File: src/rtl/mem_arb_pkg.sv
// Shared types and constants for the memory read arbiter.
// Optional feature macro: MEM_ARB_RR_EN (round-robin arbitration when defined).
package mem_arb_pkg;

   typedef enum logic [1:0] {
      StIdle,
      StAddr,
      StData
   } arb_state_e;

   // Requester slots; slot 0 wins ties under fixed priority.
   localparam int unsigned REQ_DCACHE = 0;
   localparam int unsigned REQ_ICACHE = 1;
   localparam int unsigned REQ_SBUF   = 2;

endpackage

File: src/rtl/mem_arb_picker.sv
// Combinational winner select over the requester valids.
// MEM_ARB_RR_EN defined: round-robin search starting at rr_ptr_i.
// MEM_ARB_RR_EN undefined: fixed priority, lowest index wins.
module mem_arb_picker
   import mem_arb_pkg::*;
#(
   parameter int unsigned NUM_REQ = 3,
   parameter int unsigned IDX_W   = (NUM_REQ > 1) ? $clog2(NUM_REQ) : 1
) (
   input  logic [NUM_REQ-1:0] req_valid_i,
`ifdef MEM_ARB_RR_EN
   input  logic [IDX_W-1:0]   rr_ptr_i,
`endif
   output logic               win_valid_o,
   output logic [IDX_W-1:0]   win_idx_o,
   output logic [NUM_REQ-1:0] win_oh_o
);

   // First valid requester found in search order wins.
   always_comb begin
      int unsigned cand;
      cand        = 0;
      win_valid_o = 1'b0;
      win_idx_o   = '0;
      win_oh_o    = '0;
      for (int unsigned k = 0; k < NUM_REQ; k++) begin
`ifdef MEM_ARB_RR_EN
         cand = (32'(rr_ptr_i) + k) % NUM_REQ;
`else
         cand = k;
`endif
         if (!win_valid_o && req_valid_i[cand]) begin
            win_valid_o    = 1'b1;
            win_idx_o      = IDX_W'(cand);
            win_oh_o[cand] = 1'b1;
         end
      end
   end

endmodule

File: src/rtl/mem_read_arbiter.sv
// Shares one AXI read channel between the line-fill requesters, one burst at a time.
// Optional feature macro: MEM_ARB_RR_EN (round-robin instead of fixed priority).
module mem_read_arbiter
   import mem_arb_pkg::*;
#(
   parameter int unsigned NUM_REQ    = 3,
   parameter int unsigned ADDR_WIDTH = 32,
   parameter int unsigned DATA_WIDTH = 32,
   parameter int unsigned LEN_WIDTH  = 4,
   parameter int unsigned ID_WIDTH   = 4
) (
   input  logic                          clk,
   input  logic                          rst,
   input  logic [NUM_REQ-1:0]            req_valid,
   input  logic [NUM_REQ*ADDR_WIDTH-1:0] req_addr,
   input  logic [NUM_REQ*LEN_WIDTH-1:0]  req_len,
   output logic [NUM_REQ-1:0]            req_grant,
   output logic [NUM_REQ-1:0]            rsp_valid,
   output logic                          rsp_last,
   output logic [DATA_WIDTH-1:0]         rsp_data,
   output logic [ADDR_WIDTH-1:0]         ARADDR,
   output logic [LEN_WIDTH-1:0]          ARLEN,
   output logic [ID_WIDTH-1:0]           ARID,
   output logic                          ARVALID,
   input  logic                          ARREADY,
   input  logic [DATA_WIDTH-1:0]         RDATA,
   input  logic [ID_WIDTH-1:0]           RID,
   input  logic                          RLAST,
   input  logic                          RVALID,
   output logic                          RREADY,
   output logic                          id_err
);

   localparam int unsigned IDX_W = (NUM_REQ > 1) ? $clog2(NUM_REQ) : 1;

   arb_state_e            state_q, state_d;
   logic [IDX_W-1:0]      owner_q, owner_d;
   logic [NUM_REQ-1:0]    owner_oh_q, owner_oh_d;
   logic [ADDR_WIDTH-1:0] araddr_q, araddr_d;
   logic [LEN_WIDTH-1:0]  arlen_q, arlen_d;
   logic [ID_WIDTH-1:0]   arid_q, arid_d;
   logic                  id_err_q, id_err_d;

   logic                  win_valid;
   logic [IDX_W-1:0]      win_idx;
   logic [NUM_REQ-1:0]    win_oh;

`ifdef MEM_ARB_RR_EN
   logic [IDX_W-1:0]      rr_ptr_q, rr_ptr_d;
`endif

   mem_arb_picker #(
      .NUM_REQ (NUM_REQ),
      .IDX_W   (IDX_W)
   ) u_picker (
      .req_valid_i (req_valid),
`ifdef MEM_ARB_RR_EN
      .rr_ptr_i    (rr_ptr_q),
`endif
      .win_valid_o (win_valid),
      .win_idx_o   (win_idx),
      .win_oh_o    (win_oh)
   );

   // Burst sequencing: arbitrate, hold the address phase, then pass beats through until RLAST.
   always_comb begin
      state_d    = state_q;
      owner_d    = owner_q;
      owner_oh_d = owner_oh_q;
      araddr_d   = araddr_q;
      arlen_d    = arlen_q;
      arid_d     = arid_q;
      id_err_d   = id_err_q;
`ifdef MEM_ARB_RR_EN
      rr_ptr_d   = rr_ptr_q;
`endif
      ARVALID    = 1'b0;
      RREADY     = 1'b0;
      req_grant  = '0;
      rsp_valid  = '0;
      rsp_last   = 1'b0;
      rsp_data   = '0;

      unique case (state_q)
         StIdle: begin
            if (win_valid) begin
               araddr_d   = req_addr[32'(win_idx) * ADDR_WIDTH +: ADDR_WIDTH];
               arlen_d    = req_len[32'(win_idx) * LEN_WIDTH +: LEN_WIDTH];
               arid_d     = ID_WIDTH'(win_idx);
               owner_d    = win_idx;
               owner_oh_d = win_oh;
               state_d    = StAddr;
            end
         end
         StAddr: begin
            ARVALID = 1'b1;
            if (ARREADY) begin
               req_grant = owner_oh_q;
               state_d   = StData;
`ifdef MEM_ARB_RR_EN
               rr_ptr_d  = (owner_q == IDX_W'(NUM_REQ - 1)) ? '0 : owner_q + 1'b1;
`endif
            end
         end
         StData: begin
            RREADY = 1'b1;
            if (RVALID) begin
               rsp_valid = owner_oh_q;
               rsp_data  = RDATA;
               rsp_last  = RLAST;
               // Mismatched IDs are still delivered; the flag only records the anomaly.
               if (RID != arid_q) begin
                  id_err_d = 1'b1;
               end
               if (RLAST) begin
                  state_d = StIdle;
               end
            end
         end
         default: state_d = StIdle;
      endcase
   end

   // State and captured address-phase fields; reset abandons any burst in flight.
   always_ff @(posedge clk or posedge rst) begin
      if (rst) begin
         state_q    <= StIdle;
         owner_q    <= '0;
         owner_oh_q <= '0;
         araddr_q   <= '0;
         arlen_q    <= '0;
         arid_q     <= '0;
         id_err_q   <= 1'b0;
`ifdef MEM_ARB_RR_EN
         rr_ptr_q   <= '0;
`endif
      end else begin
         state_q    <= state_d;
         owner_q    <= owner_d;
         owner_oh_q <= owner_oh_d;
         araddr_q   <= araddr_d;
         arlen_q    <= arlen_d;
         arid_q     <= arid_d;
         id_err_q   <= id_err_d;
`ifdef MEM_ARB_RR_EN
         rr_ptr_q   <= rr_ptr_d;
`endif
      end
   end

   assign ARADDR = araddr_q;
   assign ARLEN  = arlen_q;
   assign ARID   = arid_q;
   assign id_err = id_err_q;

   // The owner must keep requesting until its address handshake completes.
   a_req_held: assert property (@(posedge clk) disable iff (rst)
                                (state_q == StAddr) |-> req_valid[owner_q]);

endmodule

File: config.mk
export PLATFORM = sky130hd
export DESIGN_NAME = mem_read_arbiter
export DESIGN_NICKNAME = d
export VERILOG_FILES = /design/src/rtl/mem_arb_pkg.sv /design/src/rtl/mem_arb_picker.sv /design/src/rtl/mem_read_arbiter.sv
export SDC_FILE = /design/constraint.sdc
export NUM_CORES = 1
export LEC_CHECK = 0
export CAP_MARGIN = 20
export CORE_ASPECT_RATIO = 1.5
export CORE_MARGIN = 4
export CORE_UTILIZATION = 32
export CTS_BUF_LIST = sky130_fd_sc_hd__clkbuf_8
export CTS_CLUSTER_SIZE = 20
export DETAILED_ROUTE_END_ITERATION = 8
export PLACE_DENSITY = 0.78
export SLEW_MARGIN = 20
export SYNTH_ARGS = -nofsm -noshare
export SYNTH_HDL_FRONTEND = slang
export SYNTH_SLANG_ARGS = --single-unit
File: constraint.sdc
create_clock -name clk -period 1.3 [get_ports clk]
set_input_delay 0.26 -clock clk [delete_from_list [all_inputs] [get_ports clk]]
set_output_delay 0.26 -clock clk [all_outputs]
set_load 0.005 [all_outputs]
== Word level (Yosys, flattened, before mapping) ==
Cells that the tools add are included.
W data, S select, Z words.

* Memories kept: 0
* Logic and storage cells: 45
* Input port bits: 152
* Output and inout port bits: 82
* ROM bits: 0
* RAM bits: 0
* Register bits: 44
* Bits in latches: 0

* Divide/modulo/power cells: 0
* Multiply operators: 0
* Shifts and indexed selects: 2
* $add $sub $neg: 0
* Mux-type cells: 22
* Reductions and logical operators: 8
* Order comparisons: 0
* Equal/unequal tests: 7
* Bitwise logic cells: 0

{| class="wikitable"
|+ Operators by type and width
! cell !! count
|-
| $shiftx A96 B8 Y32 || 1
|-
| $mux W32 || 2
|-
| $mux W3 || 4
|-
| $shiftx A12 B5 Y4 || 1
|-
| $mux W1 || 10
|-
| $mux W2 || 5
|-
| $ne A2 B2 Y1 const B || 3
|-
| $pmux W2 S3 || 1
|-
| $ne A4 B2 Y1 || 1
|-
| $reduce_and A4 Y1 || 1
|-
| $reduce_and A3 Y1 || 1
|-
| $eq A2 B1 Y1 const B || 1
|-
| $eq A2 B2 Y1 const B || 1
|-
| $logic_and A1 B1 Y1 || 2
|-
| $logic_not A1 Y1 || 2
|-
| $logic_not A2 Y1 || 1
|-
| $ne A2 B1 Y1 const B || 1
|-
| $reduce_and A2 Y1 || 1
|}

== Longest topological paths before layout ==
Gate-level depths: netlist of the first run.

* Depth in word-level cells: 9
* Depth in mapped cells: 6

== Hierarchy ==
From an unflattened synthesis of the first run, not the netlist that was laid out.

* Cells, all modules: 316
* Area total of the unflattened synthesis: 3000.4 um^2

{| class="wikitable"
|+ Modules (own cells, without submodules)
! module !! sequential area each (um^2) !! area an instance (um^2) !! cells an instance !! times used
|-
| mem_read_arbiter || 1101.1 || 2959.1 || 310 || 1
|-
| mem_arb_picker || 0.0 || 41.3 || 6 || 1
|}

== Worst setup path before layout of the first run ==
Ideal clock, no wire load.

* Path type: register -> register
* Start point: reg state_q[0]
* End point: reg araddr_q[21] (netlist: ARADDR[21])
* Clock period less this slack: 1.387 ns
* Arrival time: 1.256 ns
* Setup slack: -0.087 ns
* Required time: 1.170 ns
* Setup time: 0.130 ns
* Cell stages (with the launch flop): 6
* Cell sequence: dfrtp_1 or2_1 clkbuf_1 clkbuf_1 o21ai_0 o31ai_2

* Longest elaborated chain between the ends: 2

{| class="wikitable"
|+ RTL lines
! what !! line !! source
|-
| start: declaration || mem_read_arbiter.sv:36 || <nowiki>arb_state_e state_q, state_d;</nowiki>
|-
| start signal: assignment || mem_read_arbiter.sv:127 || <nowiki>state_q <= StIdle;</nowiki>
|-
| start signal: assignment || mem_read_arbiter.sv:138 || <nowiki>state_q <= state_d;</nowiki>
|-
| $logic_not A2 Y1 || -- ||
|-
| $reduce_and A2 Y1 (no line) || -- ||
|-
| end signal: assignment || mem_read_arbiter.sv:141 || <nowiki>araddr_q <= araddr_d;</nowiki>
|-
| end: declaration || mem_read_arbiter.sv:39 || <nowiki>logic [ADDR_WIDTH-1:0] araddr_q, araddr_d;</nowiki>
|}

Every way passes these cells.
A chain may end at the register's enable or synchronous reset.

== Worst setup path after layout of the first run ==
* Start point: reg state_q[0]
* End point: out rsp_data[14]

* Longest elaborated chain between the ends: 2

{| class="wikitable"
|+ RTL lines
! what !! line !! source
|-
| $eq A2 B2 Y1 || mem_read_arbiter.sv:84 || <nowiki>unique case (state_q)</nowiki>
|-
| $mux W32 || mem_read_arbiter.sv:84 ||
|-
| end: declaration || mem_read_arbiter.sv:20 || <nowiki>output logic [DATA_WIDTH-1:0] rsp_data,</nowiki>
|}

Every way passes these cells.

==> summary.txt, run 1 <==
Final Core Density - 67.06%
Final setup TNS - -26.79 ns
RSZ-0062 raised after global routing - yes
Most frequent cells in the layout - clkdlybuf4s50_1, dfrtp_1, a21oi_1, dlygate4sd2_1, nor2_1
Hold buffers post-CTS - 0
Fin. max-slew vios - 0
IO Count - 234
Yosys warnings - 0
Clk buf depth - 2
Critical-path cell with the highest stage delay - dfrtp_1
Initial core utilization - 32.70%
Clk_lat worst skew - 0.30 ns
Yosys cell types - 29
Die Span Y - 129.9 um
Crit Path Max Fanout - 9
Detail Placement HPWL - 10060 um
Nets@finish - 780
Hold Vio Cnt, Final - 0
Leakage - 2.790 nW
Hold Path Class - in2async
Post-synthesis simple-gate area fraction - 32.35%
CP arrival - 1.51 ns
Status - finished with violations
Ant. Diodes - 0
Seq/Total Area, Yosys - 33.97%
Drt first pass iters - 4
Cell Chain, Critical Path - nor2b_4 > buf_12 > buf_8 > buf_16 > and3_4 > buf_6
Largest net degree at the start of global routing - 44
Synthesized cell area - 3168 um2
Cell Rows - 44
Xor/xnor cell area share of the yosys netlist - 0.5529%
Crit path largest cell delay - 0.42 ns
Share of cells above drive strength 1 - 32.43%
Maximum vdd ir drop - 1094 uV
Final Skew - 0.01067 ns
Dpl cell area - 5724 um2
Syn avg cell area - 8.539 um2
Area Overhead vs Synth - 105.1%
DIE WIDTH - 89.24 um
Tcrit/Tclk final - 135.8%
WS Path Type - reg2out
Worst path bufs/invs - 4
Maximum level of the CTS H-tree - 2
Vias per cell - 5.278
Mux cell area share after synthesis - 0%
Final setup viols - 82
GP Congestion - 0.8204
Initial antenna violation count - 0
Critical Path Start Type - flop
CP top delay family - buffers and inverters
Compound-gate portion of the synthesized area - 24.53%
Gate Count Post-Synth - 371
Tmin final - 1.765 ns
Port bufs - 231
CTS Root Cell - clkbuf_8
Final WL - 14760 um
CTS tree - done
Main combinational cell family by area after synthesis - simple AND/OR/NAND/NOR gates
DRC Markers - 0
Fraction of the mapped netlist area in adder cells - 0%
Vias in the first global route - 4086
Power per cell area - 1589 nW/um2
Async S/R FF share, synth - 100.0%
DR WL/cell - 19.84 um
Req. time, crit path - 1.04 ns
Die area - 11590 um2
Final Cell Area - 6497 um2
GRT overflow - 0
Primary FF master, synth - dfrtp_1
Max Fclk - 566.5 MHz
Antenna Nets Post-Route - 0
Worst Setup Slack, final - -0.4653 ns
Failing checks - negative setup slack
DRT iter0 DRCs - 146
Seq cells post-synth - 43
CTS Buf Count - 5
Vias - 3927
Commonest non-fill, non-tap cell in the layout - clkdlybuf4s50_1
Worst-path clk slew - 0.09 ns
First-pass GRT wire length - 21450 um
GRT Resource Usage Total - 24.50%
EDFF count, synth - 0
Clk sink count - 43
Critical path endpoint category - output pin
Max cap viols - 0
Core Footprint - 9689 um2
layout make-up:
cell class	count	area, um2
clock inverters	3	20.02
well taps	115	143.9
multi-input cells	284	2197
flip-flops and latches	43	1077
fillers	796	3192
clock buffers	5	68.82
repair buffers	292	2983
inverters	2	7.507
repair_timing:
item,4_1_cts,5_1_grt
gates cloned,9,0
pin swaps,27,7
buffers inserted,26,2
gates resized for setup,310,49
setup endpoints to repair,122,84
where the power goes:
group / internal (mW) / switching (mW) / total, mW
combinational: 4.03 / 2.92 / 6.95
clock: 0.374 / 0.483 / 0.857
sequential: 2.03 / 0.496 / 2.52
synthesized netlist by cell type (2+ instances only):
library cell	n	area share, %
o21ai_1	2	0.32
or3b_1	35	9.7
a21oi_1	39	6.2
o31ai_1	20	4.7
nand2_1	3	0.36
dfrtp_1	43	34
o21ai_0	37	5.8
buf_6	11	3.9
clkbuf_1	21	2.5
buf_1	3	0.36
or2b_1	8	1.9
nand2b_1	28	5.5
nor2_1	40	4.7
and3_1	39	7.7
buf_4	3	0.71
nor2b_1	4	0.79
o31ai_2	16	6.3
xor2_1	2	0.55
inv_1	2	0.24
a22o_1	2	0.55
buf_2	5	0.79
routing by layer:
layer  global-route usage, %  up-vias  routed length, um
li1                        -     1834                  -
met1                   25.37     1859               5127
met2                   45.25      199               7873
met3                   5.306       35               1211
met4                   12.01        0                552
met5                       0        -                  0
flip-flops by register name (all words and copies together), names as in the netlist:
name / count
ARLEN: 4
state_q: 2
id_err: 1
ARADDR: 32
ARID: 2
owner_oh_q: 2
per-stage QoR:
step	setup slack [ns]	hold WS [ns]	cells	total power, mW
after CTS	-0.5470	0.3048	750	10.24
after floorplan	-0.03686	0.3672	372	4.638
final	-0.4653	0.3053	744	10.33
after global routing	-0.5187	0.3618	744	10.94
after global placement	-0.5767	0.4546	709	7.451
after detailed placement	-0.6039	0.4604	709	7.594
worst min-delay path, cell delays in order:
cell and delay, ns:
clkdlybuf4s50_1 0.41, inv_2 0.07, buf_12 0.24
worst paths after layout:
| kind | cells past startpoint | endpoint | start | slack [ns] |
|---|---|---|---|---|
| worst max-delay path | 6 | rsp_data[14] | state_q[0] | -0.47 |
| worst min-delay path | 3 | owner_oh_q[1] | rst | 0.31 |
| worst max register to register | 7 | ARADDR[31] | state_q[1] | -0.30 |
| worst min register to register | 1 | id_err | id_err | 0.47 |
| max in group asynchronous | 3 | ARID[1] | rst | 0.77 |
| min in group clk | 3 | owner_oh_q[1] | req_valid[0] | 0.38 |
logic make-up (layout without fill, tap and decap cells):
logic type	count (synthesis)	count (layout)
xor gates and xnor gates	2	2
buffers and inverters	45	302
AOI/OAI and AO/OA	118	118
DFF	43	43
other	1	2
and+or+nand+nor	162	162
(Power assumes the default switching activity.)
==> run 2, diff against run 1 <==
ABC_AREA = 1   (was not set)
CORE_UTILIZATION = 31   (was 32)
PLACE_DENSITY = 0.79   (was 0.78)
TNS_END_PERCENT = 100   (was not set)
==> run 2 against run 1 <==
  * The flow still finishes with violations (negative setup slack)
  * Sequential share of layout area rose by 0.46 points
  * Critical path depth fell by 1
  * Synthesized cell count rose by 29%
  * Utilization rose by 1.7 points
  * Total power rose by 0.40%
  * Non-clock buffer count fell by 14
  * Hold slack improved by 0.0018 ns
  * Register-to-register slack improved by 0.09 ns
==> summary.txt, run 2 <==
Status - finished with violations
Failing checks - negative setup slack
Tmin final - 1.602 ns
Die Span Y - 126.5 um
Share of cells above drive strength 1 - 27.07%
Final setup viols - 81
Initial antenna violation count - 0
Syn avg cell area - 6.045 um2
DRC Markers - 0
Count leader, synth - nand2_1
Maximum level of the CTS H-tree - 2
RR Endpoint - ARADDR[14]
Area contributors post-synth - dfrtp_1, nand2_1, nor2_1, nand3_1, buf_6
Die area - 11000 um2
Critical path endpoint category - output pin
Reg2Reg Setup Slack - -0.21 ns
Vias in the first global route - 3860
EDFF count, synth - 0
FF-to-FF Start - state_q[1]
Final WL - 13300 um
DRT iter0 DRCs - 117
Crit path largest cell delay - 0.40 ns
Fraction of the mapped netlist area in adder cells - 0%
Hold buffers post-CTS - 0
DR WL/cell - 15.71 um
Commonest cells in the netlist - nand2_1, nor2_1, dfrtp_1, nand3_1, inv_1
Vias - 3951
Async S/R FF share, synth - 100.0%
Max Fclk - 624.1 MHz
Area Overhead vs Synth - 117.9%
Seq/Total Area, Yosys - 37.08%
Layout fillers - 758
Maximum vdd ir drop - 1272 uV
Core Footprint - 9200 um2
Yosys warnings - 0
Port bufs - 231
GRT Resource Usage Total - 20.70%
Leakage - 3.145 nW
Seq cells post-synth - 43
Worst-path clk slew - 0.08 ns
Largest register FFs - 32
FF-to-FF path depth - 9
CTS Buf Count - 5
CTS Root Cell - clkbuf_8
Final Cell Area - 6324 um2
Synthesized cell area - 2902 um2
Hold Path Class - in2async
Req. time, crit path - 1.04 ns
Main combinational cell family by area after synthesis - simple AND/OR/NAND/NOR gates
Hold Vio Cnt, Final - 0
CP endpoint - rsp_last
Dpl cell area - 5399 um2
Nets@finish - 886
Worst Setup Slack, final - -0.3024 ns
Tcrit/Tclk final - 123.3%
RSZ-0062 raised after global routing - yes
Largest net degree at the start of global routing - 44
Tot Pwr - 10.37 mW
Gate Count Post-Synth - 480
IO Count - 234
Post-synthesis simple-gate area fraction - 51.75%
Clk sink count - 43
Synth top area share - 37.08%
Detail Placement HPWL - 8793 um
CP arrival - 1.34 ns
Worst Setup SP - state_q[0]
DIE WIDTH - 86.99 um
Clk_lat worst skew - 0.30 ns
GP Congestion - 0.8106
Cell Rows - 43
Critical Path Start Type - flop
Initial core utilization - 31.54%
Drt first pass iters - 4
Antenna Nets Post-Route - 0
Power per cell area - 1640 nW/um2
Cell Chain, Critical Path - inv_2 > nand2_8 > buf_6 > nor3_4 > buf_6
Commonest non-fill, non-tap cell in the layout - nand2_1
Max cap viols - 0
Clk buf depth - 2
Crit Path Max Fanout - 7
Vias per cell - 4.665
GRT overflow - 0
Most frequent CP cell - buf_6
Most frequent cells in the layout - nand2_1, clkdlybuf4s50_1, nor2_4, nor2_1, dfrtp_1
Xor/xnor cell area share of the yosys netlist - 0%
First-pass GRT wire length - 18030 um
Primary FF master, synth - dfrtp_1
Compound-gate portion of the synthesized area - 1.294%
Mux cell area share after synthesis - 0%
Final Skew - 0.007496 ns
Ant. Diodes - 0
Area leader, netlist - dfrtp_1
Final Core Density - 68.73%
Critical-path cell with the highest stage delay - dfrtp_1
CTS tree - done
Yosys cell types - 18
Setup slack at placement - -0.7526 ns
Fin. max-slew vios - 0
WS Path Type - reg2out
==> run 2: power by group <==
group | leakage [nW] | internal (mW) | switching, mW
combinational | 2.57 | 3.75 | 3.39
sequential | 0.527 | 1.98 | 0.425
clock | 0.0505 | 0.362 | 0.458
total | 3.15 | 6.09 | 4.28
==> run 2: what timing repair did <==
item,CTS,global route
resized for setup,215,195
gates cloned,5,9
pin swaps,5,57
setup endpoints to repair,121,84
setup buffers,10,3
==> run 2: cells by family after synthesis <==
kind of cell           count (synthesis)
other                                  1
buffers and inverters                 47
AOI/OAI and AO/OA                      7
and+or+nand+nor                      382
DFF                                   43
==> run 2: layer usage <==
metal | up-vias | global-route usage (%) | wire [um]
met4 | 0 | 5.780 | 205
li1 | 1956 | - | -
met1 | 1794 | 18.67 | 4109
met3 | 17 | 7.537 | 1420
met2 | 184 | 41.21 | 7567
met5 | - | 0 | 0
==> run 2: how the worst min path moves through the flow <==
stage                  to    start  cells after the start
2_1_floorplan  state_q[0]  ARREADY                      1
3_3_place_gp       id_err   id_err                      2
3_5_place_dp       id_err   id_err                      2
4_1_cts        ARADDR[29]      rst                      3
5_1_grt        ARADDR[28]      rst                      3
6_report       ARADDR[28]      rst                      3
==> run 2: worst max-delay path: cells and delay by family, from the launching register on <==
family	cells	cell delay (ns)
buffers and inverters	3	0.39
AND/OR/NAND/NOR	2	0.25
flip-flops	1	0.40
==> run 2: final cells by class <==
class	count	area, um2	share of cell area [%]
Clock inverter	3	12.51	0.1979
Multi-Input combinational cell	391	2133	33.74
Inverter	15	61.31	0.9695
Clock buffer	5	68.82	1.088
Tap cell	112	140.1	2.216
Sequential cell	43	1077	17.04
Timing Repair Buffer	278	2830	44.76
==> run 2: stage by stage <==
stage          hold slack, ns  instances  TNS (ns)
2_1_floorplan          0.3556        481         0
3_3_place_gp           0.4500        816    -36.57
3_5_place_dp           0.4622        816    -38.96
4_1_cts                0.3122        839    -21.76
5_1_grt                0.3392        847    -23.88
6_report               0.3070        847    -17.29
